==> src/rtl/phasemeter_acq_ctrl.sv <==
// phasemeter_acq_ctrl: sweeps the NCO guess, detects carrier, enables the PI loop and tracks lock for one phasemeter channel
module phasemeter_acq_ctrl #(
  parameter int unsigned AXIS_TDATA_WIDTH = 32,
  parameter int unsigned F_START = 300000000,
  parameter int unsigned F_STOP = 380000000,
  parameter int unsigned F_STEP = 1000000,
  parameter int unsigned RST_CYCLES = 4,
  parameter int unsigned SETTLE = 8,
  parameter int unsigned DWELL = 32,
  parameter int unsigned LOCK_THRESH = 2048,
  parameter int unsigned I_THRESH = 256,
  parameter int unsigned LOCK_COUNT = 16,
  parameter int unsigned UNLOCK_COUNT = 8,
  parameter int unsigned ACQ_TIMEOUT = 256
) (
  input  logic                        clk,
  input  logic                        rst,
  input  logic                        start,
  input  logic                        stop,
  input  logic [AXIS_TDATA_WIDTH-1:0] S_AXIS_I_tdata,
  input  logic [AXIS_TDATA_WIDTH-1:0] S_AXIS_Q_tdata,
  input  logic                        S_AXIS_tvalid,
  output logic [AXIS_TDATA_WIDTH-1:0] M_AXIS_GUESS_tdata,
  output logic                        M_AXIS_GUESS_tvalid,
  output logic                        pm_rst,
  output logic                        loop_en,
  output logic                        locked,
  output logic [2:0]                  state,
  output logic [15:0]                 sweep_wraps,
  output logic [15:0]                 lock_losses
);
  localparam int W = AXIS_TDATA_WIDTH;
  typedef enum logic [2:0] {S_IDLE, S_LOAD, S_SETTLE, S_SEARCH, S_ACQUIRE, S_LOCKED} st_t;
  st_t st;
  logic [W-1:0] guess, ai, aq, ng;
  logic [W:0] nx;
  logic [31:0] cnt, hits, run, tmo, hn, rg, rb;
  logic [15:0] nw;
  logic hit, good, wrap;
  function automatic logic [W-1:0] mag(input logic [W-1:0] x);
    return !x[W-1] ? x : x == {1'b1, {(W-1){1'b0}}} ? {1'b0, {(W-1){1'b1}}} : -x;
  endfunction
  always_comb begin
    ai = mag(S_AXIS_I_tdata);
    aq = mag(S_AXIS_Q_tdata);
    hit = aq >= W'(LOCK_THRESH);
    good = hit && ai <= W'(I_THRESH);
    hn = hits + 32'(hit);
    rg = good ? run + 1 : 0;
    rb = good ? 0 : run + 1;
    nx = {1'b0, guess} + (W+1)'(F_STEP);
    wrap = nx[W] || nx[W-1:0] > W'(F_STOP);
    ng = wrap ? W'(F_START) : nx[W-1:0];
    nw = sweep_wraps + 16'(wrap && ~&sweep_wraps);
  end
  assign state = st;
  assign M_AXIS_GUESS_tdata = guess;
  always_ff @(posedge clk) begin
    if (rst) begin
      st <= S_IDLE;
      guess <= W'(F_START);
      M_AXIS_GUESS_tvalid <= 1'b0;
      pm_rst <= 1'b1;
      loop_en <= 1'b0;
      locked <= 1'b0;
      sweep_wraps <= '0;
      lock_losses <= '0;
      {cnt, hits, run, tmo} <= '0;
    end else begin
      M_AXIS_GUESS_tvalid <= 1'b1;
      if (stop) begin
        st <= S_IDLE;
        pm_rst <= 1'b1;
        loop_en <= 1'b0;
        locked <= 1'b0;
        {cnt, hits, run, tmo} <= '0;
      end else begin
        case (st)
          S_IDLE: if (start) begin
            st <= S_LOAD;
            {cnt, hits, run, tmo} <= '0;
          end
          S_LOAD: if (cnt == RST_CYCLES - 1) begin
            st <= S_SETTLE;
            pm_rst <= 1'b0;
            cnt <= '0;
          end else cnt <= cnt + 1;
          S_SETTLE: if (S_AXIS_tvalid) begin
            if (cnt == SETTLE - 1) begin
              st <= S_SEARCH;
              cnt <= '0;
            end else cnt <= cnt + 1;
          end
          S_SEARCH: if (S_AXIS_tvalid) begin
            if (cnt == DWELL - 1) begin
              {cnt, hits, run, tmo} <= '0;
              if (hn >= DWELL / 2) begin
                st <= S_ACQUIRE;
                loop_en <= 1'b1;
              end else begin
                st <= S_LOAD;
                pm_rst <= 1'b1;
                guess <= ng;
                sweep_wraps <= nw;
              end
            end else begin
              cnt <= cnt + 1;
              hits <= hn;
            end
          end
          S_ACQUIRE: if (S_AXIS_tvalid) begin
            if (rg == LOCK_COUNT) begin
              st <= S_LOCKED;
              locked <= 1'b1;
              {cnt, hits, run, tmo} <= '0;
            end else if (tmo == ACQ_TIMEOUT - 1) begin
              st <= S_LOAD;
              pm_rst <= 1'b1;
              loop_en <= 1'b0;
              guess <= ng;
              sweep_wraps <= nw;
              {cnt, hits, run, tmo} <= '0;
            end else begin
              run <= rg;
              tmo <= tmo + 1;
            end
          end
          S_LOCKED: if (S_AXIS_tvalid) begin
            if (rb == UNLOCK_COUNT) begin
              st <= S_LOAD;
              pm_rst <= 1'b1;
              loop_en <= 1'b0;
              locked <= 1'b0;
              lock_losses <= lock_losses + 16'(~&lock_losses);
              {cnt, hits, run, tmo} <= '0;
            end else run <= rb;
          end
          default: st <= S_IDLE;
        endcase
      end
    end
  end
endmodule

==> config.mk <==
export PLATFORM = sky130hd
export DESIGN_NAME = phasemeter_acq_ctrl
export DESIGN_NICKNAME = d
export VERILOG_FILES = /design/src/rtl/phasemeter_acq_ctrl.sv
export SDC_FILE = /design/constraint.sdc
export NUM_CORES = 1
export LEC_CHECK = 0
export BUFFER_PORTS_ARGS = -buffer_cell sky130_fd_sc_hd__buf_4
export CAP_MARGIN = 20
export CORE_ASPECT_RATIO = 1.4
export CORE_UTILIZATION = 35
export DETAILED_ROUTE_END_ITERATION = 7
export HOLD_SLACK_MARGIN = 0.15
export SLEW_MARGIN = 20
export SYNTH_ARGS = -nofsm -noshare
export SYNTH_HDL_FRONTEND = slang
export SYNTH_SLANG_ARGS = --single-unit
==> constraint.sdc <==
create_clock -name clk -period 17.4 [get_ports clk]
set_input_delay 0.87 -clock clk [delete_from_list [all_inputs] [get_ports clk]]
set_output_delay 0.87 -clock clk [all_outputs]
set_load 0.02 [all_outputs]
==> impl_metrics.toml <==
[cells_and_area]
utilization_pct = 40.5
final_cell_mix = "193 x dfxtp_1, 187 x nand2_1, 177 x nor2_1, 148 x buf_4, 124 x a21oi_1"
nFillCells = 3932
syn2layout_area_growth_pct = 13.9
final_common_cell = "dfxtp_1"
fin_nets = 1967
insertedDiodeCount = 0
layout-drive-gt1-share_pct = 12.5

[clocking]
cts_resized = 0
numClockSinks = 193
tritoncts = "built"
postCtsSetupBuffers = 0
insertion_delay_ns = 0.47
hold_buffers = 0
cts_buffer_depth = 2
h-tree-depth = 4
cts.clk_slew.worst_paths_ns = 0.08
ctsRootBufferMaster = "clkbuf_16"
cts_made_buffers = 17

[sta]
setup_viol = 0
finalMaxSlewViolations = 0
worstMarginPinSlew_ns = 0.870
rsz0062_at_grt = "false"
hold_viol = 0
fin_setup_tns_ns = 0
slew_headroom_pct = 42.0
period_minus_slack_ns = 7.07
finClkSkew_ns = 0.0176
min_period_over_period_pct = 40.6
fmax_mhz = 141

[power]
p_leak_uw = 0.00501
ir_worst_vdd_mv = 0.0511
power_density_mw_per_mm2 = 62.4

[synthesis]
syn_inst = 1819
yosysSeqAreaShare_pct = 29.0
synth_area_leaders = "dfxtp_1 29%, nand2_1 5.3%, nor2_1 5.0%"
synth_edf_count = 0
syn_avg_cell_area_sq_um = 7.33
yosys_register_bits = 193
yosysTopAreaCell = "dfxtp_1"
yosys.area.top_type_share_pct = 29.0
synthFlopType = "dfxtp_1"
ys_types = 98
synth.cell_area_sq_mm = 0.0133
async_reset_ff_share_pct = 0
ys_warn_count = 0

[floorplan]
dieArea_sq_mm = 0.0389
initial_core_util_pct = 35.5
die_h_microns = 233
ios = 140
rows = 84
die_x_microns = 167
core_region_area_sq_mm = 0.0375

[placed_design]
io_buffer_count = 133
hpwl_microns = 28100
gp_congestion = 0.888

[grt]
overflow = 0
grt_pass1_wl_microns = 64500
grt_max_degree = 57
grt_antenna_before_repair = 0
grt_use_total_pct = 20.0
grt_pass1_vias = 13100

[min_path]
hp-class = "flop to flop"

[drt]
wirelength_microns = 39400
drc = 0
wire_per_inst_microns = 16.6
vias_per_cell = 5.97
drt-initial-drc-count = 915
ant_nets = 0
via_count = 14200
firstDrtPassIters = 4

[setup_path]
startpoint_type = "input port"
path_class = "input port to flop"
cp_data_arrival_time_ns = 7.43
crit_required_ns = 17.76
critPathCaptureType = "flop"
critPathMaxFanout = 22

[flow_run]
cap_viol_max_count = 0

[outcome]
status = "finished, final reports clean"
## synth_stat cells, types with 6 or more instances
master / number
a2111oi_0: 7
a211o_1: 6
a211oi_1: 24
a21boi_0: 10
a21boi_1: 6
a21o_1: 9
a21oi_1: 124
a31o_2: 9
a31oi_1: 43
a32o_1: 6
a41oi_1: 7
and2_1: 23
and3_1: 37
and4_1: 19
buf_2: 15
buf_4: 7
clkbuf_1: 78
dfxtp_1: 193
ha_1: 13
inv_1: 50
mux2_2: 7
mux2i_1: 17
nand2_1: 187
nand2b_1: 17
nand3_1: 93
nand3b_1: 11
nand4_1: 54
nand4b_1: 11
nor2_1: 178
nor2b_1: 6
nor3_1: 88
nor4_1: 56
nor4b_1: 7
o211ai_1: 9
o21a_1: 20
o21ai_0: 104
o22ai_1: 15
o31ai_1: 30
or2_2: 13
or3_1: 30
or4_1: 9
xnor2_1: 43
xor2_1: 15
## registers in the layout, indices dropped and copies added, names as in the netlist
register             cells
cnt                     32
hits                    32
run                     32
tmo                     32
M_AXIS_GUESS_tdata      26
lock_losses             16
sweep_wraps             16
state                    3
M_AXIS_GUESS_tvalid      1
locked                   1
loop_en                  1
pm_rst                   1
## per-stage QoR
step | hold slack (ns) | total power, uW | cells | worst slack [ns] | cell area, sq um
after floorplan | 0.433 | 518 | 1824 | 11.32 | 13400
after global placement | 0.448 | 559 | 2339 | 10.05 | 14600
after detailed placement | 0.464 | 559 | 2339 | 9.85 | 14600
after CTS | 0.477 | 958 | 2370 | 10.34 | 15200
after global routing | 0.507 | 985 | 2370 | 9.85 | 15200
final | 0.478 | 947 | 2370 | 10.33 | 15200
## logic make-up (layout without fill, tap and decap cells)
group / Yosys count / count (layout) / share of synthesized area [%]
buffers and inverters: 158 / 231 / 5.07
AND/OR/NAND/NOR: 862 / 862 / 33.4
XOR/XNOR: 58 / 58 / 3.81
AO/OA/AOI/OAI: 510 / 510 / 25.6
multiplexers: 24 / 24 / 1.87
other: 1 / 6 / 0.0281
adder cells (fa/ha/maj): 13 / 13 / 1.22
flip-flops: 193 / 193 / 29.0
## layer usage
metal	global-route usage, %	up-vias	wire length (microns)
met3	2.72	67	1510
met1	23.4	6793	17100
li1	-	6959	-
met5	0	-	0
met4	7.75	0	969
met2	36.5	340	19800
## power breakdown
group / leakage, uW / switching (uW) / internal [uW]
Combinational: 0.00318 / 70.0 / 33.8
Sequential: 0.00155 / 3.25 / 443
Clock: 0.000278 / 195 / 202
## layout make-up
type	count	area (sq um)	area share (%)
sequential	193	3860	25.4
tap	473	592	3.90
clock inverter	14	155	1.02
inverter	52	200	1.32
timing repair buffer	148	1110	7.32
clock buffer	17	425	2.80
multi-input combinational	1473	8840	58.2
## worst max-delay path: stages
cell and delay, ns:
buf_4 0.11, inv_1 0.05, ha_1 0.17, or3b_2 0.48, nor4_4 0.27, nand4b_1 0.27, o311ai_0 0.34, o311ai_1 0.16
o311a_1 0.16, and2_4 0.22, inv_6 0.11, ha_1 0.22, ha_1 0.27, inv_1 0.09, nor4_1 0.67, nand4_1 0.18
a211oi_1 0.33, nand4_1 0.13, nor4_1 0.18, nand2_1 0.17, or4_1 0.75, nand2_1 0.70, o21ai_0 0.22, a32o_1 0.30
## worst paths after layout
check / from / to / slack (ns) / depth (start not counted)
worst max-delay path: S_AXIS_Q_tdata[0] / M_AXIS_GUESS_tdata[10]$_SDFFE_PP0P_ / 10.33 / 24
worst min-delay path: cnt[31]$_SDFFE_PP0P_ / cnt[31]$_SDFFE_PP0P_ / 0.48 / 1
worst max register to register: run[0]$_SDFFE_PP0P_ / cnt[7]$_SDFFE_PP0P_ / 12.44 / 12
worst min register to register: cnt[31]$_SDFFE_PP0P_ / cnt[31]$_SDFFE_PP0P_ / 0.48 / 1
Power figures use the tool's default switching activity.
